<file path="src/rtl/gst_dmasnd_seq.sv">
// STE DMA sound frame sequencer: CPU frame registers plus a slot-driven word
// fetch engine that feeds the shifter audio FIFO and flags frame end.
module gst_dmasnd_seq #(
    parameter int RAM_LAT  = 2,
    parameter int LOAD_LEN = 4
) (
    input  logic        clk32,
    input  logic        res,
    input  logic        CS,
    input  logic [4:0]  A,
    input  logic [15:0] DIN,
    output logic [15:0] DOUT,
    input  logic        RW,
    input  logic        SLOT,
    input  logic        SREQ,
    output logic [22:0] ADDR,
    output logic        SLOAD_N,
    output logic        SACTIVE,
    output logic        SINT
);

    // state | meaning
    // IDLE  | waiting for a usable SLOT (play, SREQ, frame not exhausted)
    // ADR   | ADDR driven, waiting out the RAM read latency
    // LOAD  | SLOAD_N held low while the shifter takes the word
    // NEXT  | advance cnt, detect frame end, reload or stop
    typedef enum logic [1:0] {IDLE, ADR, LOAD, NEXT} state_t;

    localparam logic [7:0] LAT_M1  = 8'(RAM_LAT - 1);
    localparam logic [7:0] LOAD_M1 = 8'(LOAD_LEN - 1);

    state_t      state;
    logic [7:0]  tmr;
    logic        play, loop;
    logic [22:0] start_w, end_w, cnt, endl, cnt_inc, addr;
    logic        sload_n, sint;
    logic        wr_en;
    logic [7:0]  rd_byte;
    logic        unused_din;

    assign cnt_inc    = cnt + 23'd1;
    assign wr_en      = CS && !RW;
    assign unused_din = ^DIN[15:8];

    always_ff @(posedge clk32 or posedge res) begin
        if (res) begin
            state   <= IDLE;
            tmr     <= 8'd0;
            play    <= 1'b0;
            loop    <= 1'b0;
            start_w <= 23'd0;
            end_w   <= 23'd0;
            cnt     <= 23'd0;
            endl    <= 23'd0;
            addr    <= 23'd0;
            sload_n <= 1'b1;
            sint    <= 1'b0;
        end else begin
            sint <= 1'b0;
            case (state)
                IDLE: begin
                    if (SLOT && SREQ && play) begin
                        if (cnt == endl) begin
                            // empty frame: signal end without touching the bus
                            sint <= 1'b1;
                            if (loop) begin
                                cnt  <= start_w;
                                endl <= end_w;
                            end else begin
                                play <= 1'b0;
                            end
                        end else begin
                            addr <= cnt;
                            if (RAM_LAT == 0) begin
                                state   <= LOAD;
                                sload_n <= 1'b0;
                                tmr     <= LOAD_M1;
                            end else begin
                                state <= ADR;
                                tmr   <= LAT_M1;
                            end
                        end
                    end
                end
                ADR: begin
                    if (tmr == 8'd0) begin
                        state   <= LOAD;
                        sload_n <= 1'b0;
                        tmr     <= LOAD_M1;
                    end else begin
                        tmr <= tmr - 8'd1;
                    end
                end
                LOAD: begin
                    if (tmr == 8'd0) begin
                        state   <= NEXT;
                        sload_n <= 1'b1;
                        // pulse is lined up with the NEXT cycle that hits the end
                        sint    <= (cnt_inc == endl);
                    end else begin
                        tmr <= tmr - 8'd1;
                    end
                end
                NEXT: begin
                    state <= IDLE;
                    if (cnt_inc == endl && loop) begin
                        cnt  <= start_w;
                        endl <= end_w;
                    end else begin
                        cnt <= cnt_inc;
                        if (cnt_inc == endl)
                            play <= 1'b0;
                    end
                end
                default: state <= IDLE;
            endcase

            // CPU write comes last so it overrides a same-cycle frame-end stop
            if (wr_en) begin
                case (A)
                    5'd0: begin
                        play <= DIN[0];
                        loop <= DIN[1];
                        if (DIN[0] && !play) begin
                            cnt  <= start_w;
                            endl <= end_w;
                        end
                    end
                    5'd1: start_w[22:15] <= DIN[7:0];
                    5'd2: start_w[14:7]  <= DIN[7:0];
                    5'd3: start_w[6:0]   <= DIN[7:1];
                    5'd7: end_w[22:15]   <= DIN[7:0];
                    5'd8: end_w[14:7]    <= DIN[7:0];
                    5'd9: end_w[6:0]     <= DIN[7:1];
                    default: ;
                endcase
            end
        end
    end

    always_comb begin
        rd_byte = 8'h00;
        case (A)
            5'd0: rd_byte = {6'd0, loop, play};
            5'd1: rd_byte = start_w[22:15];
            5'd2: rd_byte = start_w[14:7];
            5'd3: rd_byte = {start_w[6:0], 1'b0};
            5'd4: rd_byte = cnt[22:15];
            5'd5: rd_byte = cnt[14:7];
            5'd6: rd_byte = {cnt[6:0], 1'b0};
            5'd7: rd_byte = end_w[22:15];
            5'd8: rd_byte = end_w[14:7];
            5'd9: rd_byte = {end_w[6:0], 1'b0};
            default: rd_byte = 8'h00;
        endcase
    end

    assign DOUT    = (CS && RW) ? {8'h00, rd_byte} : 16'h0000;
    assign ADDR    = addr;
    assign SLOAD_N = sload_n;
    assign SACTIVE = play;
    assign SINT    = sint;

endmodule

</file>
<file path="config.mk">
export PLATFORM = sky130hd
export DESIGN_NAME = gst_dmasnd_seq
export DESIGN_NICKNAME = d
export VERILOG_FILES = /design/src/rtl/gst_dmasnd_seq.sv
export SDC_FILE = /design/constraint.sdc
export NUM_CORES = 1
export LEC_CHECK = 0
export ABC_AREA = 0
export CORE_MARGIN = 2
export CORE_UTILIZATION = 41
export CTS_CLUSTER_SIZE = 10
export DETAILED_ROUTE_END_ITERATION = 16
export GPL_ROUTABILITY_DRIVEN = 1
export GPL_TIMING_DRIVEN = 0
export PLACE_DENSITY_LB_ADDON = 0.2
export SETUP_SLACK_MARGIN = 0.5
export SLEW_MARGIN = 30
export SYNTH_ARGS = -nofsm -noshare
export SYNTH_HDL_FRONTEND = slang
export SYNTH_SLANG_ARGS = --single-unit
</file>
<file path="constraint.sdc">
create_clock -name clk32 -period 5.56 [get_ports clk32]
set_clock_uncertainty 0.1 [all_clocks]
set_input_delay 0.556 -clock clk32 [delete_from_list [all_inputs] [get_ports clk32]]
set_output_delay 0.556 -clock clk32 [all_outputs]
set_load 0.01 [all_outputs]
</file>
# Word-level counts from Yosys, hierarchy flattened

Index checks and enable logic that the tools add are counted.

Register bits: 129
Bits in latches: 0
Memory bits (writable): 0
Bits in read-only memories: 0
Input bits: 27
Memories: 0

Add/subtract/negate cells: 2
$mul: 0
Divide/modulo/power cells: 0
Order comparisons: 0
Eq/ne operators: 19
Shifts and indexed selects: 0
Multiplexer cells: 43
Bitwise gates (word level): 1
Reduce and logical (&&, ||, !) cells: 24

Operators with widths:

| kind                  | number |
|---|---|
| $mux 23               | 14 |
| $pmux 23 s2           | 2 |
| $pmux 8 s10           | 1 |
| $eq 23x23->1          | 2 |
| $mux 8                | 5 |
| $pmux 8 s3            | 1 |
| $add 23x1->23 const B | 1 |
| $eq 5x3->1 const B    | 4 |
| $reduce_and 2->1      | 7 |
| $mux 1                | 12 |
| $eq 5x2->1 const B    | 2 |
| $eq 5x4->1 const B    | 2 |
| $ne 2x2->1 const B    | 5 |
| $logic_not 8->1       | 1 |
| $mux 2                | 4 |
| $pmux 2 s4            | 1 |
| $reduce_and 4->1      | 2 |
| $sub 8x1->8 const B   | 1 |
| $logic_and 1x1->1     | 6 |
| $pmux 1 s2            | 3 |
| $reduce_and 3->1      | 2 |
| $eq 5x1->1 const B    | 1 |
| $logic_not 5->1       | 1 |
| $eq 2x2->1 const B    | 2 |
| 6 further kinds       | 7 |

# Depth between registers and ports, before layout

Depth in word-level cells: 8
Gate-level depth with buffers: 15
Depth with buffers taken out: 11

# Worst setup path before layout

No wires, ideal clock.

Kind: reg2reg
Start: register cnt[1]
End: register cnt[2]
Setup time: 0.118 ns
Data arrival time: 2.908 ns
Path slack: 2.434 ns
Cell stages (with the launch flop): 16
Buffers on the path: 4
Cell sequence: dfrtp_1 -> ha_1 -> buf_2 -> nand3_1 -> clkbuf_1 -> nor4_1 -> nand3_1 -> xnor2_1 -> nor3_1 -> nand4_1 -> and2_1 -> buf_2 -> buf_6 -> a41oi_2 -> o32ai_1 -> a21o_1

Word-level cells in the longest chain between the ends: 8
Elaborated cells between the ends (all ways): 11
Those cells by class: add/sub: 1; eq/ne: 2; mux: 7; reduce/logical: 1

RTL lines:

| what                     | line | text |
|---|---|---|
| start: declaration       | 35   | `logic [22:0] start_w, end_w, cnt, endl, cnt_inc, addr;` |
| start signal: assignment | 67   | `cnt <= start_w;` |
| start signal: assignment | 107  | `cnt <= start_w;` |
| start signal: assignment | 110  | `cnt <= cnt_inc;` |
| $add 23x1->23            | 41   | `assign cnt_inc = cnt + 23'd1;` |
| $eq 23x23->1             | 106  | `if (cnt_inc == endl && loop) begin` |
| $logic_and 1x1->1        | 106  |  |
| $mux 23                  | 106  |  |
| $pmux 23 s2 (*)          | 60   | `case (state)` |
| $mux 23                  | 124  | `if (DIN[0] && !play) begin` |
| $mux 23                  | 120  | `case (A)` |
| $mux 23 (*)              | 119  | `if (wr_en) begin` |

Every way passes the cells marked *; elsewhere a longest branch is shown, timed or not.
A chain may end at the register's enable or synchronous reset.

# Final worst setup path

Start: register cnt[1]
End: register cnt[17]

The elaborated chain is that of the path after synthesis.

==> results.py <==
metrics = {
    "run_status": {
        "status": "complete, no violations",
    },
    "grt": {
        "grt_pass1_wl_um": 46600,
        "grt_overflow_total": 0,
        "largest_net_degree_at_the_start_of_global_routing": 69,
        "gr-usage-all-layers": 0.282,
        "vias_in_the_first_global_route": 7530,
        "antenna_found_initial": 1,
    },
    "drt": {
        "dr.max_layer_used": "met4",
        "vias": 8012,
        "drt_first_iter_violations": 1218,
        "met2_wirelength_um": 13100,
        "wl_um": 30200,
        "met3_length_um": 3030,
        "detail_route.wl_per_cell_um": 23.8,
        "viasPerCell": 6.33,
        "postRouteAntennaNets": 0,
        "tritonroute_pass_1_iters": 7,
        "routedLengthMet1_um": 12700,
        "detail_route.drc_violations": 0,
    },
    "finish": {
        "layout.cells.most_common": "sky130_fd_sc_hd__dfrtp_1",
        "diode_insertion_count_for_antenna_repair": 0,
        "final_design_area_no_fill_um2": 10000,
        "register_area_um2": 3230,
        "final-instance-count-excl-fill": 1266,
        "layout.filler_cells": 1953,
        "multi_input_comb_area_um2": 4860,
        "drive_above_1_share": 0.159,
        "highest_count_cells_in_the_layout_ignoring_fill_and_taps": "sky130_fd_sc_hd__dfrtp_1, sky130_fd_sc_hd__mux2_2, sky130_fd_sc_hd__nand2_1",
        "design.final.nets": 1016,
        "area_growth_syn_to_layout_pct": 18.0,
    },
    "die": {
        "row_count": 52,
        "design.core.area_um2": 20300,
        "initial_core_util": 0.419,
        "die_x_um": 148,
        "io_pins": 69,
        "die-height_um": 148,
        "die_area_um2": 21900,
    },
    "placed_design": {
        "pre_cts_slack_ns": 1.28,
        "gp_congestion": 0.945,
        "post_dp_cell_area_um2": 9410,
        "detailed_place_hpwl_um": 22200,
        "placement.io_buffers": 51,
        "place_inst": 1234,
    },
    "yosys": {
        "synth.largest_area_cell": "sky130_fd_sc_hd__dfrtp_1",
        "post_synth_main_area_contributors": "sky130_fd_sc_hd__dfrtp_1, sky130_fd_sc_hd__mux2_2, sky130_fd_sc_hd__xor2_1",
        "asyncSetResetFlopFracSynth": 1.00,
        "postSynthRegisterBits": 129,
        "yosys_warnings": 0,
        "synth_top_area_frac": 0.377,
        "synth.cell_area_um2": 8500,
        "sequential_fraction_of_the_synthesis_area": 0.380,
        "synth_ff_type": "sky130_fd_sc_hd__dfrtp_1",
        "syn_avg_cell_area_um2": 9.39,
        "syn_inst": 905,
        "synth_cell_type_count": 79,
        "edff_count_synth": 0,
    },
    "timing": {
        "worstMarginPinSlew_ns": 1.05,
        "maxSlewHeadroom": 0.296,
        "fmax_mhz": 222,
        "timing.final.max_slew_violations": 0,
        "timing.final.crit_share": 0.808,
        "final-setup-viol-count": 0,
        "unrepaired_setup_endpoints_after_global_routing": "false",
        "shortest_period_the_worst_path_allows_ns": 4.49,
        "totalNegativeSetupSlack_ns": 0,
        "report.final.hold_viol_count": 0,
        "postLayoutSetupSlackWorst_ns": 1.07,
    },
    "clocking": {
        "maximum_buffer_depth_of_the_clock_tree": 2,
        "clk_latency_ns": 0.43,
        "tritoncts_clock_tree": "yes",
        "number_of_clock_buffers_inserted_by_tritoncts": 17,
        "numClockSinks": 129,
        "root_buffer": "sky130_fd_sc_hd__clkbuf_16",
        "htree_levels": 4,
        "cts_hold_buffers": 0,
        "cts_post_setup_buffers_inserted": 0,
        "post_cts_resized": 0,
        "cts.reportedPaths.clkPinSlew_ns": 0.06,
    },
    "critical_path": {
        "critPathCaptureType": "flip-flop",
        "criticalPathCategory": "flip-flop to flip-flop",
        "worstPathRequired_ns": 5.76,
        "setup.worst_path.start": "cnt[1]$_DFF_PP0_",
        "critPathLaunchType": "flip-flop",
        "critical_path.max_fanout": 10,
        "rr_startpoint": "cnt[1]$_DFF_PP0_",
        "worst_ep_arrival_time_ns": 4.69,
    },
    "worst_hold_path": {
        "hold_path_class": "flip-flop to flip-flop",
        "min_from": "SLOAD_N$_DFFE_PP1P_",
    },
    "run": {
        "cap_violations": 0,
    },
    "pwr": {
        "power-per-cell-area_nw_per_um2": 457,
        "leakagePower_uw": 0.00424,
        "vdd_drop_max_uv": 256,
    },
}
[cell usage after synthesis (7+ instances only)]
library cell and n:
sky130_fd_sc_hd__dfrtp_1 128, sky130_fd_sc_hd__mux2_2 78, sky130_fd_sc_hd__nand2_1 69, sky130_fd_sc_hd__nor2_1 68, sky130_fd_sc_hd__clkbuf_1 57, sky130_fd_sc_hd__o21ai_0 41, sky130_fd_sc_hd__xor2_1 31, sky130_fd_sc_hd__a21oi_1 27
sky130_fd_sc_hd__a22o_1 27, sky130_fd_sc_hd__o21ai_1 27, sky130_fd_sc_hd__a222oi_1 23, sky130_fd_sc_hd__o22ai_1 22, sky130_fd_sc_hd__xnor2_1 20, sky130_fd_sc_hd__nand3_1 17, sky130_fd_sc_hd__a31oi_1 16, sky130_fd_sc_hd__buf_2 14
sky130_fd_sc_hd__inv_1 14, sky130_fd_sc_hd__a221oi_1 13, sky130_fd_sc_hd__a22oi_1 13, sky130_fd_sc_hd__nand4_1 13, sky130_fd_sc_hd__mux2i_1 12, sky130_fd_sc_hd__nor3_1 12, sky130_fd_sc_hd__and2_1 11, sky130_fd_sc_hd__buf_4 11
sky130_fd_sc_hd__nor4_1 11, sky130_fd_sc_hd__and3_1 10, sky130_fd_sc_hd__nor2b_1 7, sky130_fd_sc_hd__or3_1 7
[layer usage]
metal  track usage  vias up
met1         0.386     3891
li1              -     3573
met2         0.417      471
met5             0        -
met4         0.133        0
met3        0.0713       77
[report_power, final]
group	internal (uW)	total (uW)	switching (uW)	leakage [uW]
Sequential	1140	1390	248	0.00174
Combinational	750	2000	1250	0.00220
Clock	726	1200	471	0.000295
[final timing paths]
kind,end,slack [ns],cells after the start
min,SLOAD_N$_DFFE_PP1P_,0.36,2
max,cnt[17]$_DFF_PP0_,1.07,15
min in group asynchronous,start_w[2]$_DFFE_PP0P_,0.45,2
max in group asynchronous,SLOAD_N$_DFFE_PP1P_,4.15,3
max reg2reg,cnt[17]$_DFF_PP0_,1.07,15
min reg2reg,SLOAD_N$_DFFE_PP1P_,0.36,2
[logic make-up after synthesis]
| group | after synthesis | share of synthesized area |
|---|---|---|
| compound gates | 264 | 0.219 |
| xor+xnor | 51 | 0.0526 |
| fa+ha+maj | 6 | 0.00883 |
| buf+inv | 100 | 0.0520 |
| flops | 129 | 0.380 |
| mux | 90 | 0.117 |
| other cells | 1 | 0.000441 |
| simple gates | 264 | 0.169 |
[area by class of cell]
cell class,count,share of cell area
flip-flops and latches,129,0.322
multi-input cells,683,0.484
plain buffers,86,0.0388
repair buffers,52,0.0536
well taps,270,0.0337
clock inverters,13,0.0175
inverters,14,0.00599
clock buffers,19,0.0442
[critical path: stages, from the launching register on]
cell and delay (ns):
sky130_fd_sc_hd__dfrtp_1 0.69, sky130_fd_sc_hd__ha_1 0.24, sky130_fd_sc_hd__buf_2 0.24, sky130_fd_sc_hd__nand3_1 0.14, sky130_fd_sc_hd__clkbuf_1 0.32, sky130_fd_sc_hd__nor4_1 0.60
sky130_fd_sc_hd__nand3_1 0.33, sky130_fd_sc_hd__xnor2_1 0.21, sky130_fd_sc_hd__nor3_1 0.27, sky130_fd_sc_hd__nand4_1 0.15, sky130_fd_sc_hd__buf_2 0.23, sky130_fd_sc_hd__buf_2 0.23
sky130_fd_sc_hd__nor2_1 0.11, sky130_fd_sc_hd__a21oi_1 0.05, sky130_fd_sc_hd__a221oi_1 0.31, sky130_fd_sc_hd__o21ai_1 0.13
[through the flow]
stage / power, uW / hold WS (ns) / util
2_1_floorplan: 2690 / 0.362 / -
3_3_place_gp: 3300 / 0.345 / 0.462
3_5_place_dp: 3320 / 0.349 / 0.464
4_1_cts: 4520 / 0.358 / 0.494
5_1_grt: 4830 / 0.398 / 0.494
6_report: 4580 / 0.356 / 0.494
[registers in the layout, indices dropped and copies added, names as in the netlist]
signal   count
SACTIVE      1
cnt         23
loop         1
state        2
tmr          8
endl        23
ADDR        23
start_w     23
SINT         1
SLOAD_N      1
end_w       23
No activity file was read; power rests on OpenSTA's default activity.
